==> config.mk <==
export PLATFORM = sky130hd
export DESIGN_NAME = ram_loader_flat
export DESIGN_NICKNAME = d
export VERILOG_FILES = /design/src/rtl/ram_loader_pkg.sv /design/src/rtl/ram_loader_if.sv /design/src/rtl/edge_sync.sv /design/src/rtl/ram_loader.sv /design/src/flat_wrapper.sv
export SDC_FILE = /design/constraint.sdc
export NUM_CORES = 1
export LEC_CHECK = 0
export CORE_MARGIN = 2
export CORE_UTILIZATION = 51
export CTS_BUF_LIST = sky130_fd_sc_hd__clkbuf_4 sky130_fd_sc_hd__clkbuf_8
export DETAILED_ROUTE_END_ITERATION = 6
export MAX_ROUTING_LAYER = met4
export PLACE_DENSITY = 0.82
export SETUP_SLACK_MARGIN = 0.2
export SYNTH_ARGS = -nofsm -noshare
export SYNTH_HDL_FRONTEND = slang
export SYNTH_SLANG_ARGS = --single-unit
==> constraint.sdc <==
create_clock -name sysclk -period 4.1 [get_ports sysclk]
set_input_delay 1.025 -clock sysclk [delete_from_list [all_inputs] [get_ports sysclk]]
set_output_delay 1.025 -clock sysclk [all_outputs]
set_load 0.02 [all_outputs]
==> src/rtl/ram_loader_pkg.sv <==
// ram_loader_pkg
// Shared types and constants for the manual RAM word loader.
//   state_t : loader FSM states (ENTRY, WRITE, DONE; the fourth encoding is
//             unused and falls back to ENTRY)
//   NIB_W   : width of the nibble counter exposed on nib_cnt
package ram_loader_pkg;

   typedef enum logic [1:0] {
      ST_ENTRY = 2'd0,
      ST_WRITE = 2'd1,
      ST_DONE  = 2'd2,
      ST_BAD   = 2'd3
   } state_t;

   localparam int NIB_W = 4;

endpackage

==> src/rtl/ram_loader_if.sv <==
// ram_loader_if
// Request/acknowledge write port between the loader and the data memory.
//   wr_req  : write request, held until wr_ack
//   wr_addr : word address, stable while wr_req is high
//   wr_data : word data, stable while wr_req is high
//   wr_ack  : memory accepted the write (only meaningful while wr_req is high)
// master = loader side, slave = memory side.
interface ram_loader_if #(
   parameter int ADDR_W = 7,
   parameter int DATA_W = 32
);

   logic              wr_req;
   logic [ADDR_W-1:0] wr_addr;
   logic [DATA_W-1:0] wr_data;
   logic              wr_ack;

   modport master (output wr_req, output wr_addr, output wr_data, input wr_ack);
   modport slave  (input wr_req, input wr_addr, input wr_data, output wr_ack);

endinterface

==> src/rtl/edge_sync.sv <==
// edge_sync
// Brings an asynchronous, already-debounced key level into the sysclk domain
// and produces a one-cycle pulse on its rising edge.
//   sysclk : system clock
//   reset  : asynchronous active-high reset
//   din    : raw key level
//   pulse  : high for one cycle, the cycle after the synchronized level rises
// The pulse is combinational from the synchronizer flops, so a consumer that
// registers on it acts on the third clock edge after the key level rises.
module edge_sync (
   input  logic sysclk,
   input  logic reset,
   input  logic din,
   output logic pulse
);

   logic sync1;
   logic sync2;
   logic prev;

   // Two-flop synchronizer followed by a delayed copy for edge detection.
   always_ff @(posedge sysclk or posedge reset) begin
      if (reset) begin
         sync1 <= 1'b0;
         sync2 <= 1'b0;
         prev  <= 1'b0;
      end else begin
         sync1 <= din;
         sync2 <= sync1;
         prev  <= sync2;
      end
   end

   assign pulse = sync2 & ~prev;

endmodule

==> src/rtl/ram_loader.sv <==
// ram_loader
// Lets an operator type a word as hex nibbles on switches and commit it to
// data memory through a req/ack write port.
//   sysclk, reset : clock and asynchronous active-high reset
//   sw_nibble     : hex digit to shift in on an enter press
//   sw_addr       : target word address captured on commit
//   key_enter     : rising edge shifts sw_nibble into the entry word
//   key_commit    : rising edge starts a write of the entry word
//   key_clear     : rising edge clears the entry word and the error flag
//   wr            : memory write port (master side)
//   entry_data    : word under construction
//   nib_cnt       : nibbles entered so far, saturates at DATA_W/4
//   busy          : high while a write is outstanding
//   done          : one-cycle pulse after the memory accepts a write
//   err           : sticky flag, the memory never acknowledged a write
module ram_loader
   import ram_loader_pkg::*;
#(
   parameter int ADDR_W      = 7,
   parameter int DATA_W      = 32,
   parameter int ACK_TIMEOUT = 255
) (
   input  logic              sysclk,
   input  logic              reset,
   input  logic [3:0]        sw_nibble,
   input  logic [ADDR_W-1:0] sw_addr,
   input  logic              key_enter,
   input  logic              key_commit,
   input  logic              key_clear,
   ram_loader_if.master      wr,
   output logic [DATA_W-1:0] entry_data,
   output logic [NIB_W-1:0]  nib_cnt,
   output logic              busy,
   output logic              done,
   output logic              err
);

   localparam int TMO_W = (ACK_TIMEOUT > 1) ? $clog2(ACK_TIMEOUT) : 1;
   localparam logic [TMO_W-1:0] TMO_LAST = TMO_W'(ACK_TIMEOUT - 1);
   localparam logic [NIB_W-1:0] NIB_MAX  = NIB_W'(DATA_W / 4);

   logic              enter_p;
   logic              commit_p;
   logic              clear_p;
   state_t            state;
   logic [TMO_W-1:0]  tmo_cnt;
   logic              wr_req_q;
   logic [ADDR_W-1:0] wr_addr_q;
   logic [DATA_W-1:0] wr_data_q;

   edge_sync u_sync_enter  (.sysclk(sysclk), .reset(reset), .din(key_enter),  .pulse(enter_p));
   edge_sync u_sync_commit (.sysclk(sysclk), .reset(reset), .din(key_commit), .pulse(commit_p));
   edge_sync u_sync_clear  (.sysclk(sysclk), .reset(reset), .din(key_clear),  .pulse(clear_p));

   assign wr.wr_req  = wr_req_q;
   assign wr.wr_addr = wr_addr_q;
   assign wr.wr_data = wr_data_q;

   // Loader FSM. Key pulses are only honoured in ENTRY, with clear beating
   // commit beating enter when several arrive together. In WRITE the timeout
   // counter tracks how many cycles the request has been waiting; an ack that
   // lands on the final allowed cycle is checked first and therefore wins.
   // done is set on the way into DONE so it is high for exactly the DONE cycle.
   always_ff @(posedge sysclk or posedge reset) begin
      if (reset) begin
         state      <= ST_ENTRY;
         tmo_cnt    <= '0;
         wr_req_q   <= 1'b0;
         wr_addr_q  <= '0;
         wr_data_q  <= '0;
         entry_data <= '0;
         nib_cnt    <= '0;
         busy       <= 1'b0;
         done       <= 1'b0;
         err        <= 1'b0;
      end else begin
         done <= 1'b0;
         case (state)
            ST_ENTRY: begin
               if (clear_p) begin
                  entry_data <= '0;
                  nib_cnt    <= '0;
                  err        <= 1'b0;
               end else if (commit_p) begin
                  if (nib_cnt != '0) begin
                     wr_addr_q <= sw_addr;
                     wr_data_q <= entry_data;
                     tmo_cnt   <= '0;
                     wr_req_q  <= 1'b1;
                     busy      <= 1'b1;
                     state     <= ST_WRITE;
                  end
               end else if (enter_p) begin
                  if (nib_cnt < NIB_MAX) begin
                     entry_data <= {entry_data[DATA_W-5:0], sw_nibble};
                     nib_cnt    <= nib_cnt + 1'b1;
                  end
               end
            end
            ST_WRITE: begin
               if (wr.wr_ack) begin
                  wr_req_q <= 1'b0;
                  busy     <= 1'b0;
                  done     <= 1'b1;
                  state    <= ST_DONE;
               end else if (tmo_cnt == TMO_LAST) begin
                  wr_req_q <= 1'b0;
                  busy     <= 1'b0;
                  err      <= 1'b1;
                  state    <= ST_ENTRY;
               end else begin
                  tmo_cnt <= tmo_cnt + 1'b1;
               end
            end
            ST_DONE: begin
               entry_data <= '0;
               nib_cnt    <= '0;
               state      <= ST_ENTRY;
            end
            default: begin
               wr_req_q <= 1'b0;
               busy     <= 1'b0;
               state    <= ST_ENTRY;
            end
         endcase
      end
   end

endmodule

==> src/flat_wrapper.sv <==
// flat-port wrapper written by rule: the top's interface ports become plain ports
module ram_loader_flat import ram_loader_pkg::*;
#(
   parameter int ADDR_W      = 7,
   parameter int DATA_W      = 32,
   parameter int ACK_TIMEOUT = 255
)
  (sysclk, reset, sw_nibble, sw_addr, key_enter, key_commit, key_clear, entry_data, nib_cnt, busy, done, err, wr_wr_req, wr_wr_addr, wr_wr_data, wr_wr_ack);
  ram_loader_if #(.ADDR_W(ADDR_W), .DATA_W(DATA_W)) wr_i ();
  input  logic sysclk;
  input  logic reset;
  input  logic [3:0] sw_nibble;
  input  logic [ADDR_W-1:0] sw_addr;
  input  logic key_enter;
  input  logic key_commit;
  input  logic key_clear;
  output logic [DATA_W-1:0] entry_data;
  output logic [NIB_W-1:0] nib_cnt;
  output logic busy;
  output logic done;
  output logic err;
  output wire logic [$bits(wr_i.wr_req)-1:0] wr_wr_req;
  output wire logic [$bits(wr_i.wr_addr)-1:0] wr_wr_addr;
  output wire logic [$bits(wr_i.wr_data)-1:0] wr_wr_data;
  input wire logic [$bits(wr_i.wr_ack)-1:0] wr_wr_ack;
  assign wr_wr_req = wr_i.wr_req;
  assign wr_wr_addr = wr_i.wr_addr;
  assign wr_wr_data = wr_i.wr_data;
  assign wr_i.wr_ack = wr_wr_ack;
  ram_loader #(.ADDR_W(ADDR_W), .DATA_W(DATA_W), .ACK_TIMEOUT(ACK_TIMEOUT)) u_core (.sysclk(sysclk), .reset(reset), .sw_nibble(sw_nibble), .sw_addr(sw_addr), .key_enter(key_enter), .key_commit(key_commit), .key_clear(key_clear), .wr(wr_i), .entry_data(entry_data), .nib_cnt(nib_cnt), .busy(busy), .done(done), .err(err));
endmodule
Word level (Yosys, flattened, before mapping)
Index checks and enable logic that the tools add are counted.
{"block": "totals", "wordCells": 87, "out_inout_bits": 79, "ff_bits": 97}
{"block": "classes", "bitwise_logic": 8, "magnitude_cmp": 1, "add_sub_neg": 2, "eq_ne": 14, "reduce_logical": 10, "n_mux": 34}
{"cell": "two-way mux 32 bit", "n": 4}
{"cell": "case mux 32 bit (2 select lines)", "n": 1}
{"cell": "two-way mux 8 bit", "n": 5}
{"cell": "two-way mux 4 bit", "n": 4}
{"cell": "case mux 8 bit (2 select lines)", "n": 1}
{"cell": "AND reduction 4 bit", "n": 4}
{"cell": "two-way mux 1 bit", "n": 10}
{"cell": "two-way mux 2 bit", "n": 5}
{"cell": "adder 8 x 1 -> 8 bit (second input constant)", "n": 1}
{"cell": "== test 8 bit (second input constant)", "n": 1}
{"cell": "!= test 2 x 1 -> 1 bit (second input constant)", "n": 4}
{"cell": "case mux 4 bit (2 select lines)", "n": 1}
{"cell": "!= test 2 bit (second input constant)", "n": 3}
{"cell": "!= test 3 x 1 -> 1 bit (second input constant)", "n": 2}
{"cell": "AND reduction 6 bit", "n": 1}
{"cell": "inverter 1 bit", "n": 5}
{"cell": "AND reduction 5 bit", "n": 1}
{"cell": "adder 4 x 1 -> 4 bit (second input constant)", "n": 1}
{"cell": "less-than comparator 4 bit (second input constant)", "n": 1}
{"cell": "case mux 2 bit (2 select lines)", "n": 1}
{"cell": "nonzero test 2 bit", "n": 2}
{"cell": "nonzero test 4 bit", "n": 1}
{"cell": "AND 1 bit", "n": 3}
{"cell": "!= test 3 x 2 -> 1 bit (second input constant)", "n": 1}
{"cell": "other kinds (6)", "n": 6}

Longest topological paths before layout
{"block": "depth", "ltp_word": 6, "ltp_mapped": 8, "depth_no_buf": 7}

By module
From an unflattened synthesis, not the netlist that was laid out.
{"block": "unflattened", "cells_unflattened": 282, "hier_area_um2": 3811.2}
{"module": "ram_loader", "area_each_um2": 3533.4, "n_inst": 1, "cells_per_inst": 267}
{"module": "edge_sync", "area_each_um2": 92.6, "n_inst": 3, "cells_per_inst": 5}

Least setup slack after synthesis
Ideal clock, no wire load.
{"block": "synth_timing", "path_type": "flip-flop to flip-flop", "start": "register u_core.nib_cnt[0]", "end": "register u_core.wr_addr_q[0], in the netlist u_core.wr.wr_addr[0]", "n_path_buf": 1, "slack_ns": 2.233, "path_stages_with_launch": 7, "period_less_slack_ns": 1.867, "setup_time_ns": 0.125, "arrival_ns": 1.742, "path_cell_list": "dfrtp_1 > inv_1 > ha_1 > nor3b_1 > nor4_4 > buf_4 > mux2_2"}
{"block": "synth_between", "elab_chain_len": 2}
{"element": "from (decl)", "line": "ram_loader.sv:32", "rtl": "output logic [NIB_W-1:0] nib_cnt,"}
{"element": "from (signal assigned)", "line": "ram_loader.sv:96", "rtl": "nib_cnt <= nib_cnt + 1'b1;"}
{"element": "nonzero test 4 bit", "line": "ram_loader.sv:85", "rtl": "if (nib_cnt != '0) begin"}
{"element": "AND reduction 4 bit (no source line)"}
{"element": "to (signal assigned)", "line": "ram_loader.sv:86", "rtl": "wr_addr_q <= sw_addr;"}
{"element": "to (decl)", "line": "ram_loader.sv:48", "rtl": "logic [ADDR_W-1:0] wr_addr_q;"}
Every way passes these cells.
A chain may end at the register's enable or synchronous reset.

Worst setup path in the final report
{"block": "layout_timing", "start": "register u_core.state[0]", "end": "register u_core.tmo_cnt[0]"}
{"block": "layout_between", "elab_chain_len": 3, "word_cells_on_any_way": 10}
{"element": "from (decl)", "line": "ram_loader.sv:45", "rtl": "state_t state;"}
{"element": "from (signal assigned)", "line": "ram_loader.sv:66", "rtl": "state <= ST_ENTRY;"}
{"element": "from (signal assigned)", "line": "ram_loader.sv:91", "rtl": "state <= ST_WRITE;"}
{"element": "from (signal assigned)", "line": "ram_loader.sv:105", "rtl": "state <= ST_DONE;"}
{"element": "== test 2 x 1 -> 1 bit or zero test 2 bit (tied branches)", "line": "ram_loader.sv:78", "rtl": "case (state)"}
{"element": "!= test 2 bit (no source line) (tied with other cells)"}
{"element": "AND reduction 6 bit (no source line)"}
{"element": "to (signal assigned)", "line": "ram_loader.sv:112", "rtl": "tmo_cnt <= tmo_cnt + 1'b1;"}
{"element": "to (decl)", "line": "ram_loader.sv:46", "rtl": "logic [TMO_W-1:0] tmo_cnt;"}
Parallel ways exist; a longest one is shown, timed or not.

==> metrics.md <==
| Metric | Value |
|---|---|
| Status | finished clean |
| IO Pins | 96 |
| Synth warn | 0 |
| Post_cts resized | 0 |
| CTS root buffer | clkbuf_8 |
| Pwr per Cell Area | 681 nW/um^2 |
| Die ar. | 8350 sq um |
| Total grt overflow | 0 |
| Share of cells above drive strength 1 | 16.7% |
| Die height | 91.4 microns |
| Hold buffer count at cts | 0 |
| Clock share of power | 17.4% |
| Final Cell Area | 5100 sq um |
| Static leakage | 0.00226 uW |
| # Post-CTS Setup Buffers | 0 |
| GRT Util Overall | 22.7% |
| Largest net degree at the start of global routing | 64 |
| Starting Density | 53.1% |
| Max-cap violations | 0 |
| DR vias | 2769 |
| Synth cell types | 40 |
| Vias/cell | 5.46 |
| Hold Startpoint | u_core.u_sync_enter.sync1 |
| Worst Tran Pin Value | 1130 ps |
| Final wirelength | 8740 microns |
| CTS tree | done |
| Most common cell after layout, fill and taps aside | dfrtp_1 |
| Largest area contributor in the netlist | dfrtp_1 |
| Cell Int Power | 2180 uW |
| Pins Over Slew Limit | 0 |
| DP Area | 4910 sq um |
| Sequential cell area fraction in the yosys report | 62.3% |
| Comb power frac | 39.5% |
| Critical Path RT | 4320 ps |
| CORE AREA | 7330 sq um |
| Top post-synthesis cells by area | dfrtp_1 62%, mux2_2 12%, o21ai_0 6.0% |
| Crit Path Max Fanout | 40 |
| First-pass GRT wire length | 14400 microns |
| CP Capture Type | register |
| Drt first pass iters | 4 |
| Setup TNS | 0 ps |
| R2r endpoint | u_core.tmo_cnt[0] |
| Worst reg2reg setup slack | 1600 ps |
| Seq pwr share | 43.0% |
| RSZ-0062 raised after global routing | false |
| WL per Instance | 17.2 microns |
| Initial DRC Count | 157 |
| Final clock skew | 5.95 ps |
| Hold depth | 0 |
| Gpl congestion | 0.813 |
| Placement Rows | 31 |
| Critical path arrival | 2730 ps |
| Net Sw Frac | 37.4% |
| Hold WC Path Type | register to register |
| Switching power | 1300 uW |
| CTS sink count | 97 |
| Critical path origin | u_core.state[0] |
| Die Span X | 91.4 microns |
| Dpl hpwl | 5810 microns |
| CTS clk-pin slew, worst paths | 90 ps |
| Remaining antenna violation count | 0 |
| Mapped Avg Cell Area | 12.5 sq um |
| Peak supply drop | 0.000423 V |
| Clk Latency, worst-skew pair | 350 ps |
| H-tree level count | 3 |
| Synthesized area | 3890 sq um |
| Vias in the first global route | 2767 |
| Syn Nets | 333 |
| Post-route DRC violation count | 0 |
| Max-Slew Margin vs Limit | 24.4% |
| Setup Crit Path Kind | register to register |
| Period utilization | 61.1% |
| Commonest cells after routing, fill and taps aside | 97 x dfrtp_1, 95 x clkdlybuf4s50_1, 47 x o21ai_0, 40 x mux2_2, 25 x nand2_1 |
| Post-synth top area share | 62.3% |
| FMAX | 0.399 GHz |
| PortBufs | 95 |
| Final setup viols | 0 |
| Diodes inserted | 0 |
| Number of synthesized register bits | 97 |
| CTS buffer count | 9 |
| Initial antenna violation count | 0 |
| FF-to-FF Start | u_core.state[0] |
| Maximum root-to-sink buffer count | 2 |
| Startpoint Class | register |
| Minimum period implied by the final worst setup slack | 2500 ps |
| Path depth of the worst reg2reg path | 6 |
| Cells after Synth | 312 |
| Final Hold Viols | 0 |
| Layout net count | 424 |
| Area Overhead vs Synth | 31.0% |
| Hold endpoint | u_core.u_sync_enter.sync2 |
[synth_stat cells]
master and n:
nor2b_1 2, a211o_1 2, mux2_2 40, nand2_1 25, and4_1 1, and3_1 3
a211oi_2 1, nand4_1 4, a31oi_1 4, o21a_1 2, or3b_1 1, nor3b_1 1
mux2i_1 1, and2_1 1, nor3_1 1, ha_1 4, nand2b_1 3, nand3_1 5
o211ai_1 2, nor4_1 5, o31ai_1 1, o21ai_0 47, a21o_1 1, buf_4 5
a311oi_2 1, clkbuf_1 7, buf_6 1, a22o_1 11, o21ba_2 1, a41oi_1 1
nor4_4 1, dfrtp_1 97, a21oi_1 5, or2_1 1, inv_1 8, clkbuf_2 1
nor2_2 1, o22ai_1 1, buf_2 5, nor2_1 8
[sequential cells by signal, summed over array words and instances (netlist names), 2 cells and up]
name               count
u_core.tmo_cnt         8
u_core.wr.wr_addr      7
u_core.entry_data     32
u_core.state           2
u_core.wr.wr_data     32
u_core.nib_cnt         4
[power groups by stage]
stage	logic, uW	clock network (uW)	registers (uW)
3_3_place_gp	1350	0	1490
5_1_grt	1460	662	1540
4_1_cts	1390	624	1490
2_1_floorplan	464	0	1730
3_5_place_dp	1380	0	1500
6_report	1370	605	1500
[logic make-up after synthesis]
logic type                 after synthesis  share of synthesized area [%]
muxes                                   41                           11.8
and+or+nand+nor                         63                           8.35
DFF                                     97                           62.3
buffers and inverters                   27                           3.47
adders and majority gates                4                           1.28
AOI/OAI and AO/OA                       80                           12.8
[through the flow]
| step | instances | hold slack, ps | util, % | power (uW) | setup slack [ps] |
|---|---|---|---|---|---|
| after floorplan | 312 | 331 | - | 2200 | 541 |
| after global placement | 491 | 335 | 66.9 | 2840 | 1680 |
| after detailed placement | 491 | 337 | 66.9 | 2880 | 1630 |
| after CTS | 507 | 359 | 69.6 | 3500 | 1580 |
| after global routing | 507 | 362 | 69.6 | 3660 | 1410 |
| final | 507 | 356 | 69.6 | 3470 | 1600 |
[worst max-delay path, cell delays in order, from the launching register on]
cell,delay [ps]
dfrtp_1,720
or3b_1,550
nor4_4,160
buf_4,500
nor2_2,120
inv_1,210
mux2i_1,100
[per-layer routing]
| metal | routed length (microns) | track usage (%) | vias to the layer above |
|---|---|---|---|
| met5 | 0 | - | - |
| met4 | 111 | 6.69 | 0 |
| met3 | 407 | 5.56 | 11 |
| met2 | 4350 | 34.3 | 93 |
| met1 | 3880 | 30.7 | 1365 |
| li1 | - | - | 1300 |
[area by class of cell]
type,count,area [sq um]
Sequential cell,97,2430
Clock inverter,7,70.1
Clock buffer,9,124
Tap cell,99,124
Multi-Input combinational cell,188,1340
Timing Repair Buffer,99,981
Fill cell,528,2230
Inverter,8,32.5
[worst max-delay path by stage]
stage	to	slack (ps)	cells past startpoint
after floorplan	u_core.busy	540	1
after global placement	u_core.tmo_cnt[3]	1680	6
after detailed placement	u_core.tmo_cnt[7]	1630	6
after CTS	u_core.tmo_cnt[0]	1580	6
after global routing	u_core.tmo_cnt[0]	1410	6
final	u_core.tmo_cnt[0]	1600	6
No activity file was read; power rests on OpenSTA's default activity.
